<file path="config.mk">
export PLATFORM = sky130hd
export DESIGN_NAME = morse_module_ctrl
export DESIGN_NICKNAME = d
export VERILOG_FILES = /design/src/rtl/morse_pkg.sv /design/src/rtl/button_debounce.sv /design/src/rtl/morse_module_ctrl.sv
export SDC_FILE = /design/constraint.sdc
export NUM_CORES = 1
export LEC_CHECK = 0
export BUFFER_PORTS_ARGS = -buffer_cell sky130_fd_sc_hd__buf_2
export CAP_MARGIN = 25
export CORE_MARGIN = 3
export CORE_UTILIZATION = 45
export DETAILED_ROUTE_END_ITERATION = 10
export GPL_TIMING_DRIVEN = 0
export SLEW_MARGIN = 5
export SYNTH_ARGS = -nofsm -noshare
export SYNTH_HDL_FRONTEND = slang
export SYNTH_SLANG_ARGS = --single-unit
</file>
<file path="constraint.sdc">
create_clock -name clk -period 4.6 [get_ports clk]
set_input_delay 0.92 -clock clk [delete_from_list [all_inputs] [get_ports clk]]
set_output_delay 0.92 -clock clk [all_outputs]
set_load 0.02 [all_outputs]
</file>
<file path="src/rtl/morse_pkg.sv">
// Shared definitions for the Morse puzzle controller: FSM encoding, LFSR
// constants and the frequency table used by the display.
package morse_pkg;

    typedef enum logic [2:0] {
        IDLE   = 3'd0,
        PICK   = 3'd1,
        LOAD   = 3'd2,
        PLAY   = 3'd3,
        CHECK  = 3'd4,
        SOLVED = 3'd5
    } morse_state_e;

    // Taps for x^16+x^14+x^13+x^11+1 on a left-shifting register: bits 15,13,12,10
    localparam logic [15:0] LFSR_TAPS      = 16'hB400;
    localparam logic [15:0] LFSR_DEFAULT_C = 16'hACE1;

    localparam int FREQ_COUNT = 16;
    // Frequencies in kHz, indexed by freq_idx
    localparam logic [11:0] FREQ_TABLE_KHZ [FREQ_COUNT] = '{
        12'd3505, 12'd3515, 12'd3522, 12'd3532, 12'd3535, 12'd3542, 12'd3545, 12'd3552,
        12'd3555, 12'd3565, 12'd3572, 12'd3575, 12'd3582, 12'd3592, 12'd3595, 12'd3600
    };

    function automatic logic [15:0] lfsr_next(input logic [15:0] value);
        lfsr_next = {value[14:0], ^(value & LFSR_TAPS)};
    endfunction

endpackage

</file>
<file path="src/rtl/button_debounce.sv">
// Synchronises an active-low raw push-button and emits a one-cycle pulse
// once a press has been stable for DEBOUNCE_CYCLES; releases are silent.
module button_debounce #(
    parameter int DEBOUNCE_CYCLES = 500000
) (
    input  logic clk,
    input  logic reset,
    input  logic btn_n,
    output logic press_pulse
);

    localparam int              CNT_W   = $clog2(DEBOUNCE_CYCLES + 1);
    localparam logic [CNT_W-1:0] CNT_MAX = CNT_W'(DEBOUNCE_CYCLES);

    logic             sync1_r;
    logic             sync2_r;
    logic             stable_r;
    logic             pulse_r;
    logic [CNT_W-1:0] cnt_r;

    // Synchroniser, stability counter and press pulse register
    always_ff @(posedge clk) begin
        if (!reset) begin
            sync1_r  <= 1'b1;
            sync2_r  <= 1'b1;
            stable_r <= 1'b1;
            pulse_r  <= 1'b0;
            cnt_r    <= {CNT_W{1'b0}};
        end else begin
            sync1_r <= btn_n;
            sync2_r <= sync1_r;
            pulse_r <= 1'b0;
            if (sync2_r == stable_r) begin
                cnt_r <= {CNT_W{1'b0}};
            end else if (cnt_r == CNT_MAX) begin
                stable_r <= sync2_r;
                cnt_r    <= {CNT_W{1'b0}};
                pulse_r  <= ~sync2_r;
            end else begin
                cnt_r <= cnt_r + CNT_W'(1);
            end
        end
    end

    assign press_pulse = pulse_r;

endmodule

</file>
<file path="src/rtl/morse_module_ctrl.sv">
// Morse puzzle game controller: picks a secret word, commands the blinker,
// tracks the player's frequency selection and judges submissions.
module morse_module_ctrl
    import morse_pkg::*;
#(
    parameter int          DEBOUNCE_CYCLES = 500000,
    parameter int          NUM_FREQ        = 16,
    parameter logic [15:0] LFSR_DEFAULT    = LFSR_DEFAULT_C
) (
    input  logic        clk,
    input  logic        reset,
    input  logic [15:0] seed,
    input  logic        arm,
    input  logic        btn_left_n,
    input  logic        btn_right_n,
    input  logic        btn_tx_n,
    output logic [15:0] data,
    output logic        set,
    output logic [3:0]  freq_idx,
    output logic        solved,
    output logic        strike,
    output logic [1:0]  strike_count
);

    localparam logic [3:0] FREQ_MAX = 4'(NUM_FREQ - 1);

    morse_state_e state_r, state_s;
    logic [15:0]  lfsr_r;
    logic         arm_d_r;
    logic [3:0]   word_r, word_s;
    logic [3:0]   freq_r, freq_s;
    logic [15:0]  data_r, data_s;
    logic         set_r, set_s;
    logic         solved_r, solved_s;
    logic         strike_r, strike_s;
    logic [1:0]   count_r, count_s;
    logic         left_pulse_s, right_pulse_s, tx_pulse_s;

    button_debounce #(.DEBOUNCE_CYCLES(DEBOUNCE_CYCLES)) u_db_left (
        .clk(clk), .reset(reset), .btn_n(btn_left_n), .press_pulse(left_pulse_s)
    );
    button_debounce #(.DEBOUNCE_CYCLES(DEBOUNCE_CYCLES)) u_db_right (
        .clk(clk), .reset(reset), .btn_n(btn_right_n), .press_pulse(right_pulse_s)
    );
    button_debounce #(.DEBOUNCE_CYCLES(DEBOUNCE_CYCLES)) u_db_tx (
        .clk(clk), .reset(reset), .btn_n(btn_tx_n), .press_pulse(tx_pulse_s)
    );

    // Free-running LFSR and arm edge-detect register
    always_ff @(posedge clk) begin
        if (!reset) begin
            lfsr_r  <= (seed == 16'd0) ? LFSR_DEFAULT : seed;
            arm_d_r <= 1'b0;
        end else begin
            lfsr_r  <= lfsr_next(lfsr_r);
            arm_d_r <= arm;
        end
    end

    // FSM state and registered outputs
    always_ff @(posedge clk) begin
        if (!reset) begin
            state_r  <= IDLE;
            word_r   <= 4'd0;
            freq_r   <= 4'd0;
            data_r   <= 16'd0;
            set_r    <= 1'b0;
            solved_r <= 1'b0;
            strike_r <= 1'b0;
            count_r  <= 2'd0;
        end else begin
            state_r  <= state_s;
            word_r   <= word_s;
            freq_r   <= freq_s;
            data_r   <= data_s;
            set_r    <= set_s;
            solved_r <= solved_s;
            strike_r <= strike_s;
            count_r  <= count_s;
        end
    end

    // Next-state and next-output logic
    always_comb begin
        state_s  = state_r;
        word_s   = word_r;
        freq_s   = freq_r;
        data_s   = data_r;
        set_s    = 1'b0;
        solved_s = solved_r;
        strike_s = 1'b0;
        count_s  = count_r;
        case (state_r)
            IDLE: begin
                if (arm && !arm_d_r) begin
                    state_s = PICK;
                end else begin
                    state_s = IDLE;
                end
            end
            PICK: begin
                word_s  = lfsr_r[3:0];
                freq_s  = 4'd0;
                state_s = LOAD;
            end
            LOAD: begin
                data_s  = {12'd0, word_r} + 16'd1;
                set_s   = 1'b1;
                state_s = PLAY;
            end
            PLAY: begin
                // Submit wins over any scroll pulse arriving on the same cycle
                if (tx_pulse_s) begin
                    state_s = CHECK;
                end else if (left_pulse_s && right_pulse_s) begin
                    freq_s = freq_r;
                end else if (left_pulse_s) begin
                    if (freq_r != 4'd0) begin
                        freq_s = freq_r - 4'd1;
                    end else begin
                        freq_s = freq_r;
                    end
                end else if (right_pulse_s) begin
                    if (freq_r != FREQ_MAX) begin
                        freq_s = freq_r + 4'd1;
                    end else begin
                        freq_s = freq_r;
                    end
                end else begin
                    freq_s = freq_r;
                end
            end
            CHECK: begin
                if (freq_r == word_r) begin
                    solved_s = 1'b1;
                    state_s  = SOLVED;
                end else begin
                    strike_s = 1'b1;
                    count_s  = (count_r == 2'd3) ? 2'd3 : count_r + 2'd1;
                    state_s  = PLAY;
                end
            end
            SOLVED: begin
                state_s = SOLVED;
            end
            default: begin
                state_s = IDLE;
            end
        endcase
    end

    assign data         = data_r;
    assign set          = set_r;
    assign freq_idx     = freq_r;
    assign solved       = solved_r;
    assign strike       = strike_r;
    assign strike_count = count_r;

endmodule

</file>
Yosys cells after proc, flatten, opt, wreduce, memory -nomap -nowiden. Index checks and enable logic that the tools add are counted.

Register bits: 118. Output and inout bits: 25. Word-level logic and storage cells: 100.

Reduce and logical (&&, ||, !) cells: 21. Equal/unequal tests: 20. Add/subtract/negate cells: 7. Bitwise gates (word level): 11. Multiplexer cells: 16.

Operator list (count): adder 19 x 1 -> 19 bit, second input constant (3); equality test 19 bit, second input constant (3); two-way mux 16 bit (2); two-way mux 4 bit (6); case mux 3 bit (6 select lines) (1); OR reduction 3 bit (6); zero test 16 bit (1); parity 16 bit (1); AND reduction 2 bit (6); inverter 1 bit (11); case mux 4 bit (2 select lines) (1); equality test 3 x 2 -> 1 bit, second input constant (2); equality test 3 bit, second input constant (2); two-way mux 3 bit (2); AND reduction 6 bit (1); adder 4 x 1 -> 5 bit, second input constant (1); adder 4 x 1 -> 4 bit, second input constant (1); equality test 4 bit (1); inequality test 2 bit, second input constant (2); inequality test 4 bit, second input constant (1); nonzero test 4 bit (1); subtractor 4 x 1 -> 4 bit, second input constant (1); equality test 1 bit (3); equality test 3 x 1 -> 1 bit, second input constant (1); 12 further kinds (15).

Depth between registers and ports, before layout. Gate-level depths: netlist (run 1).

Depth after elaboration: 7. Gate-level depth with buffers: 8. Depth with buffers taken out: 7.

Hierarchy. From an unflattened synthesis (run 1), not the netlist that was laid out.

Cells, all modules: 523. Area, all modules: 4834.6 µm².

By module, submodules not included: button_debounce (area each 1039.7 µm², instances 3, cells an instance 117); morse_module_ctrl (area each 1715.4 µm², instances 1, cells an instance 172).

Worst setup path after synthesis (run 1). Ideal clock, no wire load.

Path kind: input to register. Start: in reset. End: reg lfsr_r[0]. Setup slack: 2.643 ns. Arrival: 1.825 ns. Required time: 4.468 ns. Buffers on the path: 3. Stages on the path: 4. Cell sequence: buf_2 > buf_1 > clkbuf_1 > a21oi_1.

Word-level cells in the longest chain between the ends: 1.

Ends and longest elaborated chain: start, declared (line morse_module_ctrl.sv:11) `input logic reset,`; two-way mux 16 bit (line morse_module_ctrl.sv:51) `if (!reset) begin`; end signal, assigned (line morse_module_ctrl.sv:52) `lfsr_r <= (seed == 16'd0) ? LFSR_DEFAULT : seed;`; end signal, assigned (line morse_module_ctrl.sv:55) `lfsr_r <= lfsr_next(lfsr_r);`; end, declared (line morse_module_ctrl.sv:28) `logic [15:0] lfsr_r;`.

Every way passes these cells. A chain may end at the register's enable or synchronous reset.

Worst setup path in the final report (run 1).
Start: reg freq_r[0] (netlist: freq_idx[0]). End: out freq_idx[0].

RTL lines: start, declared (line morse_module_ctrl.sv:31) `logic [3:0] freq_r, freq_s;`; start signal, assigned (line morse_module_ctrl.sv:74) `freq_r <= freq_s;`; end, declared (line morse_module_ctrl.sv:19) `output logic [3:0] freq_idx,`.

No word-level cell between the ends.

==> results of run 1 <==
-- cells by family (layout without fill, tap and decap cells) --
| kind of cell | Yosys count | count (layout) | share of synthesized area |
|---|---|---|---|
| AND/OR/NAND/NOR | 239 | 239 | 0.268 |
| AO/OA/AOI/OAI | 34 | 34 | 0.0492 |
| multiplexers | 13 | 13 | 0.0296 |
| other | 1 | 11 | 0.000792 |
| buffers and inverters | 46 | 96 | 0.0518 |
| flip-flops | 107 | 107 | 0.453 |
| XOR/XNOR | 65 | 65 | 0.120 |
| adder cells (fa/ha/maj) | 10 | 10 | 0.0280 |
-- stage by stage --
stage          instances  power (mW)
3_3_place_gp         692        1.13
5_1_grt              708        1.82
4_1_cts              708        1.77
2_1_floorplan        525        1.09
3_5_place_dp         692        1.13
6_report             708        1.74
-- cells in the final DEF (no fill, tap or decap), drive strengths merged, types with 6 or more instances in the layout --
cell type	count
nand3	32
nand4	17
nor4b	6
conb	11
buf	53
nor3	8
a21oi	12
nand2	40
ha	9
xnor2	22
nor4	12
mux2	8
inv	22
clkbuf	16
nor2b	7
nor2	82
dfxtp	107
xor2	43
a21boi	7
nand2b	9
and2	6
-- sequential cells by signal (all words and copies together), names as in the netlist, 2 cells and up --
| signal | cells |
|---|---|
| strike_count | 2 |
| u_db_right.cnt_r | 19 |
| u_db_left.cnt_r | 19 |
| state_r | 3 |
| freq_idx | 4 |
| lfsr_r | 16 |
| word_r | 4 |
| data | 5 |
| u_db_tx.cnt_r | 19 |
-- worst reg2reg max path, stage by stage, from the launching register on --
cell     delay [ns]
dfxtp_1        0.37
inv_1          0.08
ha_1           0.14
nor4b_1        0.24
nand4_1        0.14
or3_1          0.40
nand3_2        0.24
buf_6          0.18
nor2_1         0.05
-- metal layers --
layer  up-vias  share of wire  global-route usage
li1       1825              -                   -
met1      1636           0.48               0.197
met2        38           0.47               0.239
met3        10          0.042              0.0478
met4         0          0.013              0.0523
met5         -              0                   0
-- power by group --
part | total, mW | internal (mW) | switching [mW] | leakage [nW]
logic | 0.134 | 0.0592 | 0.0750 | 1.06
registers | 0.971 | 0.955 | 0.0161 | 0.871
clock network | 0.631 | 0.322 | 0.309 | 0.117
total | 1.74 | 1.34 | 0.400 | 2.05
-- layout make-up --
cell class                 count  area (sq um)
inverter                      21          78.8
sequential                   107          2140
timing repair buffer          34           170
fill                         950          4670
clock buffer                  10           138
clock inverter                 6          87.6
tap                          133           166
buffer                        25           166
multi-input combinational    372          2380
-- how the worst min path moves through the flow --
stage	slack [ns]	cells past startpoint	startpoint	end
detailed placement	0.40	1	u_db_right.sync1_r	u_db_right.sync2_r
floorplan	0.39	1	u_db_left.sync1_r	u_db_left.sync2_r
CTS	0.42	1	u_db_right.sync1_r	u_db_right.sync2_r
global placement	0.39	1	u_db_right.sync1_r	u_db_right.sync2_r
finish	0.42	1	u_db_right.sync1_r	u_db_right.sync2_r
global route	0.45	1	u_db_tx.sync1_r	u_db_tx.sync2_r
==> reports/metrics.csv, run 1 <==
stage;metric;value;unit
drt;via_per_inst;4.96;
placed_design;dpl_cell_area;5110;sq um
critical_path;required;3.68;ns
critical_path;start_kind;flop;
drt;firstDrtPassIters;4;
final_layout;design_area;5330;sq um
timing;slew_violations;0;
drt;vias;3509;
timing;skew;0.00795;ns
final_layout;n_antenna_cell;0;
drt;wirelength;8.44;mm
critical_path;crit_path_max_fanout;8;
critical_path;setup.worst_path.end;freq_idx[0];
placed_design;portBuffers;34;
cts;cts_tree;done;
cts;cts_max_level;3;
floorplan;start_util;0.473;
power;p_leak;2.05;nW
timing;period_minus_slack;2.02;ns
critical_path;crit_buf_inv;1;
critical_path;worst-setup-path-type;reg2out;
logic_synthesis;synth_area_leaders;dfxtp_1, xor2_1, nor2_1, xnor2_1, nand2_1;
final_layout;syn_to_final_growth;12.7;%
logic_synthesis;yosysMostFrequentCell;dfxtp_1;
power;power_density;326;nW/um^2
grt;grt_pass1_vias;3179;
logic_synthesis;yosys_register_bits;107;
critical_path;r2r_end;u_db_tx.cnt_r[13];
critical_path;path_depth;1;
critical_path;critPathMaxStageDelay;0.51;ns
critical_path;crit_path_top_delay_cell;dfxtp_1;
floorplan;dieWidth;109;um
critical_path;path_delay_family;flip-flops;
logic_synthesis;synth_top_area_share;0.453;
floorplan;core_area;10000;sq um
logic_synthesis;netlist_top_cells_count;dfxtp_1, nor2_1, xor2_1;
critical_path;reg2reg_setup_slack;2.66;ns
logic_synthesis;syn_avg_cell_area;9.19;sq um
critical_path;path_cells;buf_2;
cts;ctsRootBufferMaster;clkbuf_8;
cts;post_cts.repair.setup_buffers;0;
drt;drc;0;
drt;ant_nets;0;
logic_synthesis;synthFlopType;dfxtp_1;
critical_path;reg2regPathDepth;8;
final_layout;nets;602;
logic_synthesis;yosysTopAreaCell;dfxtp_1;
timing;worstMarginPinSlew;0.601;ns
critical_path;crit_path_end_kind;output port;
timing;hold_viol;0;
outcome;status;finished, final reports clean;
timing;finalSetupViolCount;0;
floorplan;io_pins;47;
grt;grt.total_usage;0.152;
floorplan;die_area;11800;sq um
final_layout;final_util;0.533;
drt;drtIter0Drc;130;
timing;relSlewSlack;0.596;
logic_synthesis;synth_edf_count;0;
floorplan;die_h;109;um
logic_synthesis;ys_seq_area_frac;0.453;
critical_path;r2r-start;u_db_tx.cnt_r[0];
drt;wl_per_cell;11.9;um
timing;period_share;0.440;
grt;grt_max_degree;18;
timing;hold_ws;0.416;ns
cts;clk_latency;0.37;ns
hold_path;hold_path_class;reg2reg;
timing;clock.fmax;494;MHz
flow_run;cap_violations;0;
placed_design;dpl.hpwl;6.16;mm
timing;rsz0062_at_grt;false;
cts;cts.sinks;107;
timing;final.setup.worst_slack;2.58;ns
cts;hold_buffers;0;
cts;cts_buffer_depth;2;
timing;tns;0;ns
logic_synthesis;async_flop_share;0;
placed_design;gp_congestion;0.780;
cts;cts_buffers;9;
critical_path;crit_start;freq_idx[0];
grt;grt_pass1_wl;14.4;mm
power;vdd_drop_max;154;uV
floorplan;num_rows;36;
cts;ctsResizeCount;0;
logic_synthesis;netlist_instances;515;
final_layout;drive_above_1_share;0.165;
cts;clk_pin_slew_worst_paths;0.09;ns
grt;antenna_found_initial;0;
grt;grt_overflow;0;
logic_synthesis;ys.warnings.count;0;
logic_synthesis;syn_area;4730;sq um
critical_path;cp_data_arrival_time;1.10;ns
logic_synthesis;ys_types;55;
placed_design;preCtsSetupSlack;2.23;ns
Note: power is estimated with default switching activity, not from simulation.
==> run 2, diff against run 1 <==
- PLACE_DENSITY: not set -> 0.66
- clock period: 4.6 -> 1.8 ns (I/O delays scaled with it)
==> run 2 against run 1 <==
Cell count grew 0.71%. Worst setup slack got worse by 2.5 ns. Largest cell class unchanged. Core utilization up 1.1 points. Worst hold slack got worse by 0.21 ns. Register-to-register slack worse by 2.6 ns. Largest power group unchanged.
==> reports/metrics.csv, run 2 (same netlist as run 1, synthesis figures left out) <==
stage;metric;value;unit;change
final_layout;reg_top3;u_db_left.cnt_r: 19 flops, u_db_right.cnt_r: 19 flops, u_db_tx.cnt_r: 19 flops;;
floorplan;die_h;109;um;unchanged
cts;cts_buffers;9;;unchanged
cts;cts_tree;done;;
grt;grt_pass1_vias;3325;;+4.6%
critical_path;worst-setup-path-type;reg2reg;;
hold_path;hold_path_class;in2reg;;
floorplan;dieWidth;109;um;unchanged
critical_path;crit_path_max_fanout;6;;-2
power;vdd_drop_max;377;uV;+140%
cts;hold_buffers;0;;unchanged
critical_path;start_kind;flop;;
cts;ctsRootBufferMaster;clkbuf_8;;
critical_path;cp_data_arrival_time;1.98;ns;+0.88 ns
flow_run;cap_violations;0;;unchanged
drt;drtIter0Drc;119;;-8.5%
critical_path;required;2.05;ns;-1.63 ns
final_layout;layout.cells.most_common;dfxtp_1;;
grt;grtUsageMet3;0.0400;;-0.00776
critical_path;crit_path_end_kind;flop;;
grt;grt.total_usage;0.154;;+0.00219
cts;clk_latency;0.35;ns;-0.02 ns
final_layout;drive_above_1_share;0.200;;+0.0348
timing;rsz0062_at_grt;false;;
timing;period_share;0.962;;
floorplan;io_pins;47;;unchanged
floorplan;core_area;10000;sq um;unchanged
drt;wirelength;8.56;mm;+1.4%
final_layout;ff_latch_area;2160;sq um;+0.76%
cts;cts.sinks;107;;unchanged
power;power_density;775;nW/um^2;+140%
final_layout;multi_input_area;2450;sq um;+2.7%
timing;finalSetupViolCount;0;;unchanged
power;p_leak;2.11;nW;+3.1%
floorplan;num_rows;36;;unchanged
final_layout;nets;609;;+1.2%
placed_design;portBuffers;34;;unchanged
final_layout;syn_to_final_growth;15.0;%;
critical_path;r2r-start;freq_idx[2];;
timing;clock.fmax;577;MHz;
grt;antenna_found_initial;0;;unchanged
final_layout;final_util;0.544;;+0.0110
drt;firstDrtPassIters;4;;unchanged
outcome;status;finished, final reports clean;;
cts;cts_max_level;3;;unchanged
grt;use_met1;0.197;;-0.000687
timing;hold_ws;0.207;ns;-0.209 ns
placed_design;dpl.hpwl;6.29;mm;+2.1%
grt;grt_pass1_wl;14.9;mm;+3.5%
critical_path;crit_start;freq_idx[2];;
cts;clk_pin_slew_worst_paths;0.09;ns;about the same
grt;grt_overflow;0;;unchanged
timing;period_minus_slack;1.73;ns;
floorplan;start_util;0.473;;unchanged
timing;skew;0.0105;ns;+0.00260 ns
timing;relSlewSlack;0.635;;+0.0397
drt;wl_per_cell;12.0;um;+0.73%
drt;via_per_inst;5.03;;+1.5%
timing;tns;0;ns;unchanged
cts;cts_buffer_depth;2;;unchanged
drt;vias;3587;;+2.2%
final_layout;fillCellCount;943;;-0.74%
grt;gr-usage-met2;0.261;;+0.0216
timing;hold_viol;0;;unchanged
timing;worstMarginPinSlew;0.542;ns;-0.0590 ns
final_layout;n_antenna_cell;0;;unchanged
drt;drc;0;;unchanged
grt;grt_max_degree;17;;-1
timing;slew_violations;0;;unchanged
critical_path;crit_path_top_delay_cell;dfxtp_1;;
final_layout;layout_common_cells;dfxtp_1, nor2_1, xor2_1;;
grt;top_usage_layer;met2;;
placed_design;gp_congestion;0.823;;+5.5%
critical_path;critPathMaxStageDelay;0.46;ns;-0.05 ns
drt;ant_nets;0;;unchanged
floorplan;die_area;11800;sq um;unchanged
critical_path;path_cells;nand4_1, a221o_1, and3_1, buf_4, and4b_1, a31o_2;;
hold_path;min_from;btn_tx_n;;
run 2: stage by stage:
step | power, mW | area [sq um] | worst slack, ns | instances
floorplan | 2.79 | 4770 | 0.00723 | 525
global placement | 2.87 | 5110 | -0.112 | 692
detailed placement | 2.88 | 5110 | -0.123 | 692
CTS | 4.27 | 5340 | 0.00465 | 709
global route | 4.42 | 5440 | 0.00321 | 713
finish | 4.21 | 5440 | 0.0682 | 713
run 2: routing by layer:
metal  share of wire  vias to the layer above
met2            0.49                       59
li1                -                     1834
met5               0                        -
met3           0.042                        6
met4          0.0074                        0
met1            0.46                     1688
run 2: what timing repair did:
action                                  4_1_cts  5_1_grt
pin swaps                                     1        4
cloned                                        0        0
hold endpoints to repair                      0        0
gates resized for setup                       6       19
setup buffers                                 3        5
endpoints found under the setup margin       21       41
run 2: cell type report:
class	count	share of cell area
well taps	133	0.0306
clock buffers	9	0.0228
plain buffers	24	0.0308
multi-input cells	372	0.450
repair buffers	42	0.0446
clock inverters	5	0.0103
inverters	21	0.0145
flip-flops and latches	107	0.397
run 2: final timing paths:
check	endpoint	slack, ns	cells past startpoint
hold reg to reg	u_db_left.sync2_r	0.41	1
setup / recovery	freq_idx[3]	0.07	6
setup reg to reg	freq_idx[3]	0.07	6
hold / removal	u_db_tx.sync1_r	0.21	2
run 2: worst max-delay path, delay by kind of cell, from the launching register on:
| family | cells | cell delay [ns] |
|---|---|---|
| compound gates | 2 | 0.56 |
| simple gates | 3 | 0.46 |
| buf+inv | 1 | 0.15 |
| flops | 1 | 0.46 |
run 2: report_power, final:
group | switching, mW | internal (mW)
logic | 0.189 | 0.163
registers | 0.0466 | 2.44
clock network | 0.750 | 0.626
